$ cat src/rtl/viterbi_run_sequencer.sv
// viterbi_run_sequencer
//   Sequences the Viterbi core's static/global-history datapath. Accepts
//   B_LEN-sample groups from the equalizer over valid/ready and turns each
//   accepted group into a `run` strobe for the core. After a restart it
//   counts WARMUP runs before flagging `final_symbols` valid, freezes the
//   core while `est_channel` is swapped, and pulses `core_clr` whenever the
//   core's metrics must be rebuilt (enable, flush, channel change).
//
// Ports
//   clk, rst            clock, synchronous active-high reset
//   enable              level, sequencer active
//   flush               single-cycle restart request
//   in_valid/in_ready   upstream group handshake
//   run                 core advance strobe (in_valid & in_ready)
//   core_clr            one-cycle clear of core energies/histories
//   out_valid           core `final_symbols` valid this cycle
//   chan_upd_req/ack    channel-estimate update handshake
//   seq_state           IDLE=0, WARM=1, RUN=2, HOLD=3
//   run_count           accepted groups (stats)
//   stall_count         in_valid & !in_ready cycles in WARM/RUN (stats)
//
// Optional feature
//   VITERBI_SEQ_STATS_EN : when defined, run_count/stall_count are
//   saturating counters cleared only by rst; otherwise both read 0 and no
//   counter flops exist.

module viterbi_run_sequencer #(
    parameter int B_LEN     = 2,
    parameter int SH_DEPTH  = 18,
    parameter int WARMUP    = SH_DEPTH / B_LEN,
    parameter int CNT_WIDTH = 16
) (
    input  logic                 clk,
    input  logic                 rst,
    input  logic                 enable,
    input  logic                 flush,
    input  logic                 in_valid,
    output logic                 in_ready,
    output logic                 run,
    output logic                 core_clr,
    output logic                 out_valid,
    input  logic                 chan_upd_req,
    output logic                 chan_upd_ack,
    output logic [1:0]           seq_state,
    output logic [CNT_WIDTH-1:0] run_count,
    output logic [CNT_WIDTH-1:0] stall_count
);

    typedef enum logic [1:0] {
        S_IDLE = 2'd0,
        S_WARM = 2'd1,
        S_RUN  = 2'd2,
        S_HOLD = 2'd3
    } state_t;

    localparam logic [7:0] WARM_LAST = 8'(WARMUP - 1);

    state_t     state_q, state_d;
    logic [7:0] warm_cnt_q, warm_cnt_d;
    logic       core_clr_q, core_clr_d;
    logic       out_valid_q, out_valid_d;
    logic       ack_q, ack_d;

    logic       in_ready_c;
    logic       run_c;
    logic       warm_last;

    assign warm_last = (warm_cnt_q == WARM_LAST);

    // Ready is purely combinational so a request/flush/disable blocks the
    // group in the same cycle it appears. The core_clr cycle is also
    // blocked: the core is busy clearing and must not advance.
    always_comb begin
        in_ready_c = 1'b0;
        case (state_q)
            S_WARM:  in_ready_c = !chan_upd_req && !flush && !core_clr_q;
            S_RUN:   in_ready_c = !chan_upd_req && !flush;
            default: in_ready_c = 1'b0;
        endcase
        if (!enable) begin
            in_ready_c = 1'b0;
        end
    end

    assign run_c = in_valid && in_ready_c;

    // Next-state logic; priority is !enable > flush > chan_upd_req > normal.
    always_comb begin
        state_d     = state_q;
        warm_cnt_d  = warm_cnt_q;
        core_clr_d  = 1'b0;
        ack_d       = 1'b0;
        // History updates at the run edge, so symbols appear one cycle later.
        out_valid_d = run_c && ((state_q == S_RUN) || warm_last);

        if (!enable) begin
            state_d    = S_IDLE;
            warm_cnt_d = 8'd0;
        end else if (state_q == S_IDLE) begin
            state_d    = S_WARM;
            warm_cnt_d = 8'd0;
            core_clr_d = 1'b1;
        end else if (flush) begin
            state_d    = S_WARM;
            warm_cnt_d = 8'd0;
            core_clr_d = 1'b1;
        end else if (chan_upd_req) begin
            state_d = S_HOLD;
            ack_d   = 1'b1;
        end else if (state_q == S_HOLD) begin
            // Channel swapped: metrics must be rebuilt on the new estimate.
            state_d    = S_WARM;
            warm_cnt_d = 8'd0;
            core_clr_d = 1'b1;
        end else if ((state_q == S_WARM) && run_c) begin
            if (warm_last) begin
                state_d    = S_RUN;
                warm_cnt_d = 8'd0;
            end else begin
                warm_cnt_d = warm_cnt_q + 8'd1;
            end
        end
    end

    always_ff @(posedge clk) begin
        if (rst) begin
            state_q     <= S_IDLE;
            warm_cnt_q  <= 8'd0;
            core_clr_q  <= 1'b0;
            out_valid_q <= 1'b0;
            ack_q       <= 1'b0;
        end else begin
            state_q     <= state_d;
            warm_cnt_q  <= warm_cnt_d;
            core_clr_q  <= core_clr_d;
            out_valid_q <= out_valid_d;
            ack_q       <= ack_d;
        end
    end

    assign in_ready  = in_ready_c;
    assign run       = run_c;
    assign core_clr  = core_clr_q;
    assign out_valid = out_valid_q;
    assign seq_state = state_q;
    // The flop asserts from the first HOLD cycle; gating with the live
    // request drops the ack in the same cycle the requester releases it.
    assign chan_upd_ack = ack_q && chan_upd_req && enable;

`ifdef VITERBI_SEQ_STATS_EN
    logic [CNT_WIDTH-1:0] run_count_q, run_count_d;
    logic [CNT_WIDTH-1:0] stall_count_q, stall_count_d;
    logic                 stall_ev;

    always_comb begin
        stall_ev = enable && in_valid && !in_ready_c &&
                   ((state_q == S_WARM) || (state_q == S_RUN));

        run_count_d = run_count_q;
        if (run_c && !(&run_count_q)) begin
            run_count_d = run_count_q + CNT_WIDTH'(1);
        end

        stall_count_d = stall_count_q;
        if (stall_ev && !(&stall_count_q)) begin
            stall_count_d = stall_count_q + CNT_WIDTH'(1);
        end
    end

    always_ff @(posedge clk) begin
        if (rst) begin
            run_count_q   <= '0;
            stall_count_q <= '0;
        end else begin
            run_count_q   <= run_count_d;
            stall_count_q <= stall_count_d;
        end
    end

    assign run_count   = run_count_q;
    assign stall_count = stall_count_q;
`else
    assign run_count   = '0;
    assign stall_count = '0;
`endif

endmodule
$ cat config.mk
export PLATFORM = sky130hd
export DESIGN_NAME = viterbi_run_sequencer
export DESIGN_NICKNAME = d
export VERILOG_FILES = /design/src/rtl/viterbi_run_sequencer.sv
export SDC_FILE = /design/constraint.sdc
export NUM_CORES = 1
export LEC_CHECK = 0
export CORE_UTILIZATION = 30
export CTS_CLUSTER_DIAMETER = 150
export DETAILED_ROUTE_END_ITERATION = 10
export SLEW_MARGIN = 40
export SYNTH_ARGS = -nofsm -noshare
export SYNTH_HDL_FRONTEND = slang
export SYNTH_SLANG_ARGS = --single-unit
$ cat constraint.sdc
create_clock -name clk -period 5.1 [get_ports clk]
set_clock_uncertainty 0.1 [all_clocks]
set_input_delay 1.53 -clock clk [delete_from_list [all_inputs] [get_ports clk]]
set_output_delay 1.53 -clock clk [all_outputs]
set_load 0.02 [all_outputs]
==> run metrics, run 1 <==
Routed Antenna Nets 0; power per cell area 189 mW/mm^2; Max VDD drop 0.0632 mV; Filler Cell Count approximately 370; buffer count from post-CTS setup fixing 0; number of global-route vias before repair 730; synthesis warning total 0; Hold Crit Depth 2; number of port buffers 12; Final Hold Violating Endpoints 0; Initial DRT Pass Iterations 4; count of placed standard cells including taps approximately 180; top post-synthesis cells by area dfxtp_1 (25%), buf_4 (23%), ha_1 (7.2%); GR Overflow Total 0; detailed-route DRC error count 0; most frequent cell after synthesis buf_4; Via-to-Cell Ratio roughly 4.5; standard-cell rows 21; period utilisation layout 0.964; time the worst path needs with I/O delays and setup around 4900 ps; average detailed-routed wire length per instance about 10 um; net total in the final layout between 150 and 200; cell with the biggest individual delay on the critical path clkdlybuf4s50_1; number of flops mapped to enable cells by yosys 0; cell chosen for the clock root clkbuf_4; vias approximately 850; Final Slew Violations 0; worst min-delay path class reg -> reg; Critical Path Start Type input port; fraction of final layout cells sized beyond drive strength 1 0.0423; Critical path buffers and inverters 2; Finish-stage setup viols 0; die width ~61 um; maximum number of pins on one net before global-route repair 9; Final Power around 210 uW; aggregate global-route resource usage 0.116; wire length after detailed routing 1900 um; part of the Yosys area used for sequential elements 0.249; Routability Congestion roughly 0.8; top flip-flop cell by instance count after synthesis dfxtp_1; switching power share of the total 0.319; ports placed on the boundary 45; per-instance average area after synthesis 8.17 sq um; register area 260 sq um; Die Height approximately 61 um; cells on worst reg2reg path 6; kind of cell with the highest combined delay on the critical path buffers and inverters; number of instances in the synthesized netlist around 130; initial antenna violation count 0; number of antenna diodes 0; most frequent cells after synthesis buf_4 (32), dfxtp_1 (13), a21oi_1 (8); design internal power 144 uW; post-synth top area share 0.249; Worst-Margin Slew between 600 and 700 ps; clock tree from TritonCTS built; Max clock buf depth 2; CORE AREA ~0.0033 sq mm; net load switching power between 60 and 70 uW; number of distinct library cells after synthesis 35; critical path data required time 3470 ps; initial drt markers 26; run status completed; utilization of the core after routing 0.336; Slew HR 0.529; total negative setup slack 0 ps; proportion of power drawn by the clock network 0.303; Critical Path End Type primary output; critical path's most frequent cell clkdlybuf4s50_1; setup repair after global routing missed its margin false; P_leak around 0.45 nW; number of synthesized register bits 13; sequential cell fraction of total power 0.493; half-perimeter wire length of the detailed placement result ~1500 um; number of buffers created by CTS 3; initial core utilization 0.313; post-cts resize count 0; delay of the slowest cell on the worst path around 590 ps; non-filler cells, final approximately 190; area of combinational cells with multiple inputs about 630 sq um; cell area after technology mapping 0.00105 sq mm; cell accounting for the most synthesized area dfxtp_1; data arrival at the endpoint of the critical path ~3300 ps; hold_buf cts 0; Area growth syn-to-layout 7.18%; maximum net fanout on the critical path 6; first-pass GRT wire length between 3000 and 4000 um; category of the most critical setup path in -> out; upper clock frequency limit 0.203 GHz; max-cap check violation count 0; stages on the worst setup path 5; clk_lat worst skew ~270 ps; die area between 0.003 and 0.004 sq mm; cell-by-cell listing of the critical path clkdlybuf4s50_1 > nor3b_1 > o21a_1 > and3_1 > clkdlybuf4s50_1; clock-pin slew reported for the worst setup and hold paths after clock tree synthesis about 80 ps; total number of clock tree sinks 13; combinational power share 0.204; Max H-tree Level 1; fraction of registers with async set or reset after synthesis 0
[layout by cell type (no fill, tap or decap), types with 2 or more instances in the layout]
cell type / Yosys / layout
and3_1: 5 / 5
ha_1: 6 / 6
conb_1: 1 / 32
clkbuf_4: 0 / 3
o21ai_0: 5 / 5
dfxtp_1: 13 / 13
clkdlybuf4s50_1: 0 / 12
o31ai_1: 4 / 4
nand3_1: 6 / 6
a21oi_1: 8 / 8
nor3_1: 2 / 2
nand2b_1: 2 / 2
and2_1: 2 / 2
nand2_1: 6 / 6
inv_1: 6 / 6
nor2_1: 6 / 6
nor2b_1: 2 / 2
nand4b_1: 3 / 3
nor3b_1: 2 / 2
[final timing paths]
check / start / end / slack (ps)
min reg2reg: warm_cnt_q[3] / warm_cnt_q[3] / 430
min: warm_cnt_q[3] / warm_cnt_q[3] / 430
max: chan_upd_req / run / 180
max reg2reg: seq_state[0] / seq_state[1] / 2880
[cells by family after synthesis]
logic type	count (synthesis)	synth area share
DFF	13	0.249
and+or+nand+nor	43	0.246
other	1	0.00359
buffers and inverters	39	0.256
AOI/OAI and AO/OA	26	0.173
adders and majority gates	6	0.0718
[layout make-up]
| cell class | instances | share of cell area |
|---|---|---|
| Clock buffer | 4 | 0.0234 |
| Multi-Input combinational cell | 107 | 0.566 |
| Tap cell | 46 | 0.0513 |
| Inverter | 6 | 0.0201 |
| Timing Repair Buffer | 12 | 0.107 |
| Sequential cell | 13 | 0.232 |
[flip-flops by register name, summed over array words and instances (netlist names)]
register,flops
warm_cnt_q,8
seq_state,2
ack_q,1
core_clr,1
out_valid,1
[routing by layer]
metal,vias up,track usage,part of all wire
met5,-,0,0
met4,0,0.0584,0.0053
met3,2,0.0189,0.075
met2,36,0.208,0.50
met1,395,0.131,0.42
li1,415,-,-
[worst min-delay path, cell delays in order, from the launching register on]
cell and delay (ps):
dfxtp_1 350, nand2_1 60, o21ai_0 60
[through the flow]
stage	hold WS (ps)	setup WS [ps]	area, sq um
after global placement	404	276	1090
after detailed placement	411	192	1090
after floorplan	375	1300	1160
after global routing	454	101	1120
final	426	182	1120
after CTS	425	181	1120
[power by group through the flow]
stage	registers, mW	clock network [mW]	logic (mW)
detailed placement	0.107	0	0.0428
finish	0.104	0.0642	0.0431
CTS	0.104	0.0667	0.0429
global placement	0.107	0	0.0423
global route	0.105	0.0725	0.0476
floorplan	0.108	0	0.0495
Power figures use the tool's default switching activity.
==> run 2, diff against run 1 <==
--- a/config.mk
+++ b/config.mk
@@ -5,6 +5,8 @@
 export SDC_FILE = /design/constraint.sdc
 export NUM_CORES = 1
 export LEC_CHECK = 0
+export ABC_AREA = 1
+export CORE_MARGIN = 1
 export CORE_UTILIZATION = 30
 export CTS_CLUSTER_DIAMETER = 150
 export DETAILED_ROUTE_END_ITERATION = 10
==> run 2 against run 1 <==
  * Final area fell by 2.8%
  * Combinational power is 15% lower
  * Sequential share of layout area increased by 0.67 points
  * Core utilization up 0.97 points
  * Sequential power about the same
  * Global-route usage decreased by 1.5 points
  * First-iteration DRC count fell by 23%
  * Total power down 2.7%
  * Area after synthesis decreased by 2.3%
  * Count of clock-buffer cells in the layout is 1 lower
  * Highest routed layer unchanged
==> run metrics, run 2 <==
Largest register FFs 8 (unchanged); clk_lat worst skew 280 ps (about the same); most common cell after layout, fill and taps aside conb_1; max-cap check violation count 0 (unchanged); buffer count from post-CTS setup fixing 0 (unchanged); number of antenna diodes 0 (unchanged); Finish-stage setup viols 0 (unchanged); reg-to-reg slack, setup 3210 ps (+330 ps); critical path data required time 3470 ps (about the same); ports placed on the boundary 45 (unchanged); post-cts resize count 0 (unchanged); clock tree from TritonCTS built; GR Overflow Total 0 (unchanged); Routed Antenna Nets 0 (unchanged); Via-to-Cell Ratio 3.94 (-13%); most frequent cells in the layout conb_1 (32), nand2_1 (31), nor2_1 (20); Hold Crit Depth 2 (unchanged); Max clock buf depth 2 (unchanged); Critical Path End Type primary output; cells on worst reg2reg path 9 (+3); number of global-route vias before repair 667 (-8.6%); top flip-flop cell by instance count after synthesis dfxtp_1; Final Power 206 uW (-2.7%); number of instances in the synthesized netlist 149 (+16%); top post-synthesis cells by area dfxtp_1 (25%), buf_4 (24%), nand2_1 (11%); cell accounting for the most synthesized area dfxtp_1; fraction of registers with async set or reset after synthesis 0 (unchanged); beginning of the worst register-to-register path seq_state[0]; vias 816 (-3.8%); die area 0.00365 sq mm (-2.2%); final worst hold slack 378 ps (-48.1 ps); post-synth top area share 0.255 (+0.00579); average detailed-routed wire length per instance 8.19 um (-19%); maximum net fanout on the critical path 3 (-3); Area growth syn-to-layout 6.61%; maximum number of pins on one net before global-route repair 14 (+5); data arrival at the endpoint of the critical path 3060 ps (-230 ps); number of distinct library cells after synthesis 20 (-43%); Placement Cell Area 0.00106 sq mm (-3.0%); first-pass GRT wire length 2760 um (-13%); Die Height 60.4 um (-1.1%); number of buffers created by CTS 3 (unchanged); sink of the worst hold path warm_cnt_q[4]; most frequent cell after synthesis buf_4; number of flops mapped to enable cells by yosys 0 (unchanged); cell chosen for the clock root clkbuf_4; P_leak 0.476 nW (+5.1%); initial antenna violation count 0 (unchanged); cell area after technology mapping 0.00102 sq mm (-2.3%); part of the Yosys area used for sequential elements 0.255 (+0.00579); Final Slew Violations 0 (unchanged); startpoint of the worst hold path warm_cnt_q[4]; standard-cell rows 20 (-4.8%); Finished Cell Area 0.00109 sq mm (-2.8%); fraction of final layout cells sized beyond drive strength 1 0.0736 (+0.0314); Initial DRT Pass Iterations 4 (unchanged); most frequent cells after synthesis buf_4 (32), nand2_1 (31), nor2_1 (20), inv_1 (14), dfxtp_1 (13); worst min-delay path class reg -> reg; synthesis warning total 0 (unchanged); Biggest register warm_cnt_q; Max H-tree Level 1 (unchanged); initial core utilization 0.324 (+0.0107); initial drt markers 20 (-23%); run status completed; number of synthesized register bits 13 (unchanged); setup repair after global routing missed its margin false; detailed-route DRC error count 0 (unchanged); number of port buffers 12 (unchanged); hold_buf cts 0 (unchanged); power per cell area 189 mW/mm^2 (about the same); category of the most critical setup path in -> out; clock-pin slew reported for the worst setup and hold paths after clock tree synthesis 80 ps (about the same); time the worst path needs with I/O delays and setup 4690 ps (-226 ps); Max VDD drop 0.163 mV (+160%); die width 60.4 um (-1.1%); Routability Congestion 0.784 (-0.85%); wire length after detailed routing 1700 um (-11%); terminus of the critical flop-to-flop path warm_cnt_q[2]; total number of clock tree sinks 13 (unchanged); Final Hold Violating Endpoints 0 (unchanged); CORE AREA 0.00315 sq mm (-5.5%); period utilisation layout 0.920 (-0.0444); per-instance average area after synthesis 6.86 sq um (-16%); half-perimeter wire length of the detailed placement result 1370 um (-9.9%); aggregate global-route resource usage 0.101 (-0.0151); Critical Path Start Type input port; upper clock frequency limit 0.213 GHz (+4.8%); total negative setup slack 0 ps (unchanged); net total in the final layout 176 (+14%)
[run 2: cell count changes in the layout (fill, tap and decap cells not counted), moves of 3 or more]
| cell | before | now |
|---|---|---|
| inv_1 | 6 | 14 |
| o31ai_1 | 4 | 0 |
| nand4b_1 | 3 | 0 |
| and3_1 | 5 | 0 |
| nor2_2 | 0 | 3 |
| nand2_1 | 6 | 31 |
| nor2_1 | 6 | 20 |
| nand3_1 | 6 | 2 |
[run 2: power by group]
group	switching, mW	internal, mW
logic	0.0288	0.00787
clock network	0.0364	0.0291
registers	0.00101	0.103
[run 2: worst max-delay path by stage]
stage	cells after the start	slack [ps]	to	from
global route	7	280	run	flush
detailed placement	7	390	run	flush
finish	7	410	run	flush
floorplan	5	1250	run	flush
CTS	7	390	run	flush
global placement	7	420	run	flush
[run 2: stage by stage]
step | setup WS [ps] | utilization | instances
floorplan | 1250 | - | 180
global placement | 424 | 0.337 | 203
detailed placement | 394 | 0.337 | 203
CTS | 391 | 0.346 | 207
global route | 281 | 0.346 | 207
finish | 408 | 0.346 | 207
[run 2: critical path, stage by stage]
cell and delay [ps]:
clkdlybuf4s50_1 440, nor2_1 110, nand3_1 80, nor2_2 140
nand2_1 90, inv_1 70, clkdlybuf4s50_1 600
[run 2: cell type report]
cell class	instances	area, sq um
Clock inverter	1	5.00
Timing Repair Buffer	12	120
Clock buffer	3	22.5
Multi-Input combinational cell	120	574
Fill cell	369	2060
Tap cell	44	55.1
Inverter	14	52.6
Sequential cell	13	260
[run 2: kinds of logic (layout without fill, tap and decap cells)]
kind of cell,count (synthesis),after routing,synth area share
DFF,13,13,0.255
and+or+nand+nor,64,64,0.270
other,1,32,0.00367
adders and majority gates,6,6,0.0734
xor gates and xnor gates,1,1,0.00857
AOI/OAI and AO/OA,17,17,0.0918
buffers and inverters,47,30,0.297
[run 2: metal layers]
layer	GRT usage	share of wire
met1	0.126	0.47
met2	0.163	0.46
met3	0.0405	0.055
met4	0.0199	0.0065
met5	0	0
